**src/rtl/seq_chunk_adder_if.sv**
```systemverilog
// Handshake and operand/result bundle for seq_chunk_adder.
// The master side issues operations and the slave side computes them.
interface seq_chunk_adder_if #(
  parameter int WIDTH = 16
) ();
  logic             start;
  logic [WIDTH-1:0] in1;
  logic [WIDTH-1:0] in2;
  logic             cin;
  logic             sub;
  logic             busy;
  logic             done;
  logic [WIDTH-1:0] out;
  logic             cout;
  logic             ovf;

  modport master (
    output start, in1, in2, cin, sub,
    input  busy, done, out, cout, ovf
  );

  modport slave (
    input  start, in1, in2, cin, sub,
    output busy, done, out, cout, ovf
  );
endinterface

```
**src/rtl/seq_chunk_adder.sv**
```systemverilog
// Multi-cycle adder/subtractor that sums CHUNK bits per cycle through a ripple slice.
// The result, carry and overflow are published together on the last chunk.
module seq_chunk_adder #(
  parameter int WIDTH = 16,
  parameter int CHUNK = 4
) (
  input logic          clk,
  input logic          rst,
  seq_chunk_adder_if.slave bus
);
  localparam int N     = WIDTH / CHUNK;
  localparam int IDX_W = (N > 1) ? $clog2(N) : 1;

  typedef enum logic [1:0] {
    IDLE = 2'd0,
    RUN  = 2'd1,
    DONE = 2'd2
  } state_t;

  state_t           state;
  state_t           state_nxt;
  logic             accept;
  logic             last;

  logic [WIDTH-1:0] a_reg;
  logic [WIDTH-1:0] b_reg;
  logic [WIDTH-1:0] acc_reg;
  logic [WIDTH-1:0] acc_nxt;
  logic [WIDTH-1:0] out_reg;
  logic             carry;
  logic             cout_reg;
  logic             ovf_reg;
  logic [IDX_W-1:0] idx;

  logic [CHUNK-1:0] a_slice;
  logic [CHUNK-1:0] b_slice;
  logic [CHUNK-1:0] s_slice;
  logic             cy;
  logic             cy_msb;

  assign last = (idx == IDX_W'(N - 1));

  always_ff @(posedge clk) begin
    if (rst) state <= IDLE;
    else     state <= state_nxt;
  end

  always_comb begin
    state_nxt = state;
    accept    = 1'b0;
    case (state)
      IDLE: begin
        if (bus.start) begin
          accept    = 1'b1;
          state_nxt = RUN;
        end
      end
      RUN: begin
        if (last) state_nxt = DONE;
      end
      DONE: begin
        if (bus.start) begin
          accept    = 1'b1;
          state_nxt = RUN;
        end else begin
          state_nxt = IDLE;
        end
      end
      default: state_nxt = IDLE;
    endcase
  end

  // Chunk select and ripple-carry slice; cy_msb is the carry into the top bit
  always_comb begin
    a_slice = '0;
    b_slice = '0;
    for (int j = 0; j < N; j++) begin
      if (idx == IDX_W'(j)) begin
        a_slice = a_reg[j*CHUNK +: CHUNK];
        b_slice = b_reg[j*CHUNK +: CHUNK];
      end
    end
    cy      = carry;
    cy_msb  = carry;
    s_slice = '0;
    for (int k = 0; k < CHUNK; k++) begin
      cy_msb     = cy;
      s_slice[k] = a_slice[k] ^ b_slice[k] ^ cy;
      cy         = (a_slice[k] & b_slice[k]) | (cy & (a_slice[k] ^ b_slice[k]));
    end
    acc_nxt = acc_reg;
    for (int j = 0; j < N; j++) begin
      if (idx == IDX_W'(j)) acc_nxt[j*CHUNK +: CHUNK] = s_slice;
    end
  end

  always_ff @(posedge clk) begin
    if (rst) begin
      idx      <= '0;
      carry    <= 1'b0;
      out_reg  <= '0;
      cout_reg <= 1'b0;
      ovf_reg  <= 1'b0;
    end else if (accept) begin
      idx   <= '0;
      carry <= bus.sub ? 1'b1 : bus.cin;
    end else if (state == RUN) begin
      idx   <= idx + 1'b1;
      carry <= cy;
      if (last) begin
        out_reg  <= acc_nxt;
        cout_reg <= cy;
        ovf_reg  <= cy ^ cy_msb;
      end
    end
  end

  // Operand and partial-sum storage; every chunk is overwritten before use
  always_ff @(posedge clk) begin
    if (accept) begin
      a_reg <= bus.in1;
      b_reg <= bus.sub ? ~bus.in2 : bus.in2;
    end else if (state == RUN) begin
      acc_reg <= acc_nxt;
    end
  end

  assign bus.busy = (state == RUN);
  assign bus.done = (state == DONE);
  assign bus.out  = out_reg;
  assign bus.cout = cout_reg;
  assign bus.ovf  = ovf_reg;
endmodule

```
**src/flat_wrapper.sv**
```systemverilog
// flat-port wrapper written by rule: the top's interface ports become plain ports
module seq_chunk_adder_flat 
#(
  parameter int WIDTH = 16,
  parameter int CHUNK = 4
)
  (clk, rst, bus_start, bus_in1, bus_in2, bus_cin, bus_sub, bus_busy, bus_done, bus_out, bus_cout, bus_ovf);
  seq_chunk_adder_if #(.WIDTH(WIDTH)) bus_i ();
  input logic clk;
  input logic rst;
  input wire logic [$bits(bus_i.start)-1:0] bus_start;
  input wire logic [$bits(bus_i.in1)-1:0] bus_in1;
  input wire logic [$bits(bus_i.in2)-1:0] bus_in2;
  input wire logic [$bits(bus_i.cin)-1:0] bus_cin;
  input wire logic [$bits(bus_i.sub)-1:0] bus_sub;
  output wire logic [$bits(bus_i.busy)-1:0] bus_busy;
  output wire logic [$bits(bus_i.done)-1:0] bus_done;
  output wire logic [$bits(bus_i.out)-1:0] bus_out;
  output wire logic [$bits(bus_i.cout)-1:0] bus_cout;
  output wire logic [$bits(bus_i.ovf)-1:0] bus_ovf;
  assign bus_i.start = bus_start;
  assign bus_i.in1 = bus_in1;
  assign bus_i.in2 = bus_in2;
  assign bus_i.cin = bus_cin;
  assign bus_i.sub = bus_sub;
  assign bus_busy = bus_i.busy;
  assign bus_done = bus_i.done;
  assign bus_out = bus_i.out;
  assign bus_cout = bus_i.cout;
  assign bus_ovf = bus_i.ovf;
  seq_chunk_adder #(.WIDTH(WIDTH), .CHUNK(CHUNK)) u_core (.clk(clk), .rst(rst), .bus(bus_i));
endmodule
```
**config.mk**
```make
export PLATFORM = sky130hd
export DESIGN_NAME = seq_chunk_adder_flat
export DESIGN_NICKNAME = d
export VERILOG_FILES = /design/src/rtl/seq_chunk_adder_if.sv /design/src/rtl/seq_chunk_adder.sv /design/src/flat_wrapper.sv
export SDC_FILE = /design/constraint.sdc
export NUM_CORES = 1
export LEC_CHECK = 0
export ABC_AREA = 1
export BUFFER_PORTS_ARGS = -buffer_cell sky130_fd_sc_hd__buf_2
export CAP_MARGIN = 0
export CORE_AREA = 5 5 81 83
export CTS_CLUSTER_DIAMETER = 120
export DETAILED_ROUTE_END_ITERATION = 6
export DIE_AREA = 0 0 86 88
export PLACE_DENSITY = 0.88
export SETUP_SLACK_MARGIN = 0.3
export SLEW_MARGIN = 40
export SYNTH_ARGS = -nofsm -noshare
export SYNTH_HDL_FRONTEND = slang
export SYNTH_SLANG_ARGS = --single-unit
```
**constraint.sdc**
```tcl
create_clock -name clk -period 3.5 [get_ports clk]
set_input_delay 1.05 -clock clk [delete_from_list [all_inputs] [get_ports clk]]
set_output_delay 1.05 -clock clk [all_outputs]
set_load 0.01 [all_outputs]
```
Word-level counts from Yosys, hierarchy flattened
Cells that the tools add are included.

word-level totals
  bits in registers = 71
  input bits = 37
  word-level logic and storage cells = 70

cells by class
  $add $sub $neg = 1
  equal/unequal tests = 7
  mux-type cells = 22
  bitwise gates (word level) = 23
  reduce and logical (&&, ||, !) cells = 8

operator list
  operator               number
  $mux W4                12
  $mux W16               1
  $not A16 Y16           1
  $xor A1 B1 Y1          9
  $and A1 B1 Y1          8
  $eq A2 B2 Y1 const B   3
  $mux W1                6
  $pmux W2 S3            1
  $eq A2 B1 Y1 const B   2
  $logic_not A2 Y1       2
  $mux W2                2
  $or A1 B1 Y1           4
  $reduce_and A2 Y1      2
  $reduce_or A2 Y1       2
  $reduce_and A3 Y1      1
  $add A2 B1 Y2 const B  1
  $ne A2 B1 Y1 const B   1
  $ne A2 B2 Y1 const B   1
  $reduce_bool A2 Y1     1
  $not A1 Y1             1

Logic depth before layout (Yosys ltp)
  depth after elaboration = 16
  mapped depth = 19
  depth with buffers taken out = 18

Worst setup path after synthesis
OpenSTA, ideal clock, no wires.

  path kind = register -> register
  start = register u_core.idx[0]
  end = register u_core.acc_reg[3], data pin
  setup time = 259 ps
  data arrival time = 2,959 ps
  setup slack = 282 ps
  stages on the path, launching flop included = 17
  buffers on the path = 2
  clock period less this slack = 3,218 ps
  cell sequence = dfxtp_1 inv_1 ha_1 clkbuf_2 buf_2 a21oi_1 nand2_1 a21boi_1 fa_1 inv_1 fa_1 fa_1 fa_1 inv_1 nand2_1 o21ai_0 inv_1

between the ends
  longest elaborated chain between the ends = 14
  elaborated cells between the ends (all ways) = 27
  those cells by class = eq/ne: 3; mux: 9; bitwise: 14; reduce/logical: 1

ends and longest elaborated chain
  item                         line                                          text
  start: declaration           seq_chunk_adder.sv:33                         logic [IDX_W-1:0] idx;
  start signal: assignment     seq_chunk_adder.sv:108                        idx <= idx + 1'b1;
  $logic_not A2 Y1             seq_chunk_adder.sv:78, seq_chunk_adder.sv:93
  $mux W4 (4 in a row)         seq_chunk_adder.sv:78                         if (idx == IDX_W'(j)) begin
  $xor A1 B1 Y1                seq_chunk_adder.sv:89                         cy = (a_slice[k] & b_slice[k]) | (cy & (a_slice[k] ^ b_slice[k]));
  $and A1 B1 Y1                seq_chunk_adder.sv:89
  $or A1 B1 Y1                 seq_chunk_adder.sv:89
  $and A1 B1 Y1                seq_chunk_adder.sv:89
  $or A1 B1 Y1                 seq_chunk_adder.sv:89
  $and A1 B1 Y1                seq_chunk_adder.sv:89
  $or A1 B1 Y1                 seq_chunk_adder.sv:89
  $xor A1 B1 Y1                seq_chunk_adder.sv:88                         s_slice[k] = a_slice[k] ^ b_slice[k] ^ cy;
  $mux W4 *                    seq_chunk_adder.sv:93                         if (idx == IDX_W'(j)) acc_nxt[j*CHUNK +: CHUNK] = s_slice;
  named net u_core.acc_nxt[3]  seq_chunk_adder.sv:28                         logic [WIDTH-1:0] acc_nxt;
  end signal: assignment       seq_chunk_adder.sv:124                        acc_reg <= acc_nxt;
  end: declaration             seq_chunk_adder.sv:27                         logic [WIDTH-1:0] acc_reg;

Mark *: on every way through the listed nets, which the timed path passes. The rest lies on a longest branch.
A chain may end at the register's enable or synchronous reset.

Final worst setup path
  start = register u_core.idx[1]
  end = register u_core.out_reg[3], in the netlist u_core.bus.out[3]

between the ends
  longest elaborated chain between the ends = 14
  elaborated cells between the ends (all ways) = 28
  those cells by class = eq/ne: 3; mux: 9; bitwise: 14; reduce/logical: 2

ends and longest elaborated chain
  item                    line                                          text
  $logic_not A2 Y1        seq_chunk_adder.sv:78, seq_chunk_adder.sv:93
  $mux W4 (4 in a row)    seq_chunk_adder.sv:78
  $xor A1 B1 Y1           seq_chunk_adder.sv:89
  $and A1 B1 Y1           seq_chunk_adder.sv:89
  $or A1 B1 Y1            seq_chunk_adder.sv:89
  $and A1 B1 Y1           seq_chunk_adder.sv:89
  $or A1 B1 Y1            seq_chunk_adder.sv:89
  $and A1 B1 Y1           seq_chunk_adder.sv:89
  $or A1 B1 Y1            seq_chunk_adder.sv:89
  $xor A1 B1 Y1           seq_chunk_adder.sv:88
  $mux W4                 seq_chunk_adder.sv:93
  end signal: assignment  seq_chunk_adder.sv:111                        out_reg <= acc_nxt;
  end: declaration        seq_chunk_adder.sv:29                         logic [WIDTH-1:0] out_reg;

Parallel ways exist; a longest one is shown, timed or not.

==> flow_metrics.tcl <==
set metrics [dict create \
    status "complete, no violations" \
    htreeDepth 3 \
    portBuffers 56 \
    cts_buffers 9 \
    antenna_found_initial 0 \
    maxSlewHeadroom 0.583 \
    crit_path_cell_trace "inv_4 > ha_4 > a21oi_1 > nand2_1 > a21boi_2 > fa_2 > inv_2 > fa_2 > fa_2 > fa_1 > inv_2 > nand2_1 > o21ai_2 > nand2_1 > nand2_1 > nor2_1" \
    synth_area_leader_cell "edfxtp_1" \
    netlist_area_um2 3080 \
    areaGrowthSynthToFinish_pct 21.5 \
    r2r_setup_slack_ps 420 \
    routedWlPerCell_um 13.0 \
    fin_worst_skew_ps 7.91 \
    synth_cells 334 \
    final_common_cell "nand2_1" \
    reg2reg_depth 16 \
    drt_iter0_drc 107 \
    syn-num-nets 379 \
    firstDrtPassIters 4 \
    num_vias 2285 \
    final_cell_mix "nand2_1 (90), buf_2 (56), inv_1 (50)" \
    globalRouteOverflowTotal 0 \
    place_hpwl_um 4460 \
    die_area_um2 7570 \
    path_clk_slew_ps 60 \
    syn_area_per_cell_um2 9.22 \
    hp-start "u_core.bus.cout" \
    power_density_nw_per_um2 478 \
    finalWeightedCongestion 0.878 \
    root_buffer "clkbuf_8" \
    drc 0 \
    maxCapViolCount 0 \
    synth_area_leaders "edfxtp_1 (43%), dfxtp_1 (15%), nand2_1 (11%), inv_1 (6.9%), xor2_1 (4.8%)" \
    path_common_cell "nand2_1" \
    path_max_fanout 8 \
    clkSinkCount 67 \
    hold_depth 2 \
    r2r-start "u_core.idx[1]" \
    grt_setup_unrepaired "yes" \
    p_leak_nw 1.73 \
    critPathMaxStageDelay_ps 560 \
    tns_ps 0 \
    min_to "u_core.bus.cout" \
    cp_slowest_cell "fa_1" \
    drive_gt1_frac 0.270 \
    ios 57 \
    antenna_cells 0 \
    ir_drop_mv 0.318 \
    clk_latency_ps 350 \
    startpoint "u_core.idx[1]" \
    cts_buffer_depth 2 \
    final_max_slew_viol_count 0 \
    end_kind "flip-flop" \
    required_ps 3780 \
    synth_seq_area_share 0.578 \
    ys_ff_latch 67 \
    fmax_mhz 325 \
    ys_types 23 \
    grt_pass1_vias 2248 \
    r2r-end "u_core.bus.out[3]" \
    setup_viol 0 \
    start_kind "flip-flop" \
    rows 28 \
    routed_wl_um 6230 \
    crit_buf_inv 3 \
    finalCritPeriodShare 0.880 \
    arrival_ps 3360 \
    synth_top_area_frac 0.429 \
    period_needed_ps 3080 \
    critical_path_depth 16 \
    via_per_inst 4.77 \
    die_w_um 86 \
    layout_setup_ws_ps 421 \
    finalHoldViolations 0 \
    tightest_slew_ps 624 \
    ys_warn_count 0 \
    critPathTopFamily "adder cells" \
    finalNetCount 444 \
    hold_class "reg -> reg" \
    core_area_um2 5780 \
    ant_nets 0 \
    grt_pass1_wl_um 10100 \
    die_h_um 88 \
    grt_max_degree 36 \
    cts_tree "done" \
    post-place-ws_ps 159 \
    track_usage 0.176 \
    critPathKind "reg -> reg" \
    initial_core_util 0.533 \
]
[report_power, final]
| group | total (mW) | switching, mW | internal (mW) | leakage (nW) |
|---|---|---|---|---|
| sequential | 0.924 | 0.0176 | 0.906 | 0.606 |
| combinational | 0.269 | 0.168 | 0.101 | 1.03 |
| clock | 0.596 | 0.273 | 0.324 | 0.0894 |
[layout make-up]
cell class | instances | area, µm²
inverters | 59 | 233
flip-flops and latches | 67 | 1790
multi-input cells | 195 | 1090
repair buffers | 67 | 363
clock inverters | 4 | 42.5
fillers | 491 | 2040
clock buffers | 12 | 135
well taps | 75 | 93.8
[how the worst max path moves through the flow]
| stage | endpoint |
|---|---|
| after global routing | u_core.bus.out[3] |
| after CTS | u_core.acc_reg[7] |
| final | u_core.bus.out[3] |
| after floorplan | u_core.acc_reg[3] |
| after global placement | u_core.acc_reg[3] |
| after detailed placement | u_core.acc_reg[3] |
[synth_stat cells]
cell type / count
a21boi_1: 1
a21oi_1: 15
buf_2: 3
buf_4: 2
buf_6: 2
clkbuf_1: 5
clkbuf_2: 1
dfxtp_1: 23
edfxtp_1: 44
fa_1: 4
ha_1: 4
inv_1: 57
inv_2: 2
nand2_1: 92
nand2_4: 1
nand3_1: 9
nor2_1: 31
nor2_4: 2
o211ai_1: 1
o21ai_0: 16
o21ai_1: 1
or2_2: 1
xor2_1: 17
[metal layers]
layer	wire, µm	up-vias	GRT usage
met5	0	-	0
met4	188	0	0.101
met1	2540	1023	0.211
met3	416	20	0.0461
li1	-	1162	-
met2	3080	80	0.288
[cells by family after synthesis]
kind of cell | synth area share
adder cells (fa/ha/maj) | 0.0422
buffers and inverters | 0.0967
AND/OR/NAND/NOR | 0.177
XOR/XNOR | 0.0483
AO/OA/AOI/OAI | 0.0569
flip-flops | 0.578
[metrics by stage]
stage	area [µm²]	hold slack, ps	power [mW]	instances	utilization
4_1_cts	3670	481	1.77	475	0.635
2_1_floorplan	3080	477	1.10	334	-
3_5_place_dp	3440	460	1.18	459	0.595
6_report	3740	478	1.79	479	0.647
5_1_grt	3740	500	1.87	479	0.647
3_3_place_gp	3440	461	1.17	459	0.594
[worst min-delay path: cells and delay by family, from the launching register on]
kind | cells | cell delay, ps
DFF | 1 | 300
and+or+nand+nor | 2 | 130
[timing repair]
action                     CTS  global route
buffers inserted             0             4
hold buffers                 0             0
resized for setup           12            22
setup endpoints to repair    7             7
pin swaps                    1             9
No activity file was read; power rests on OpenSTA's default activity.
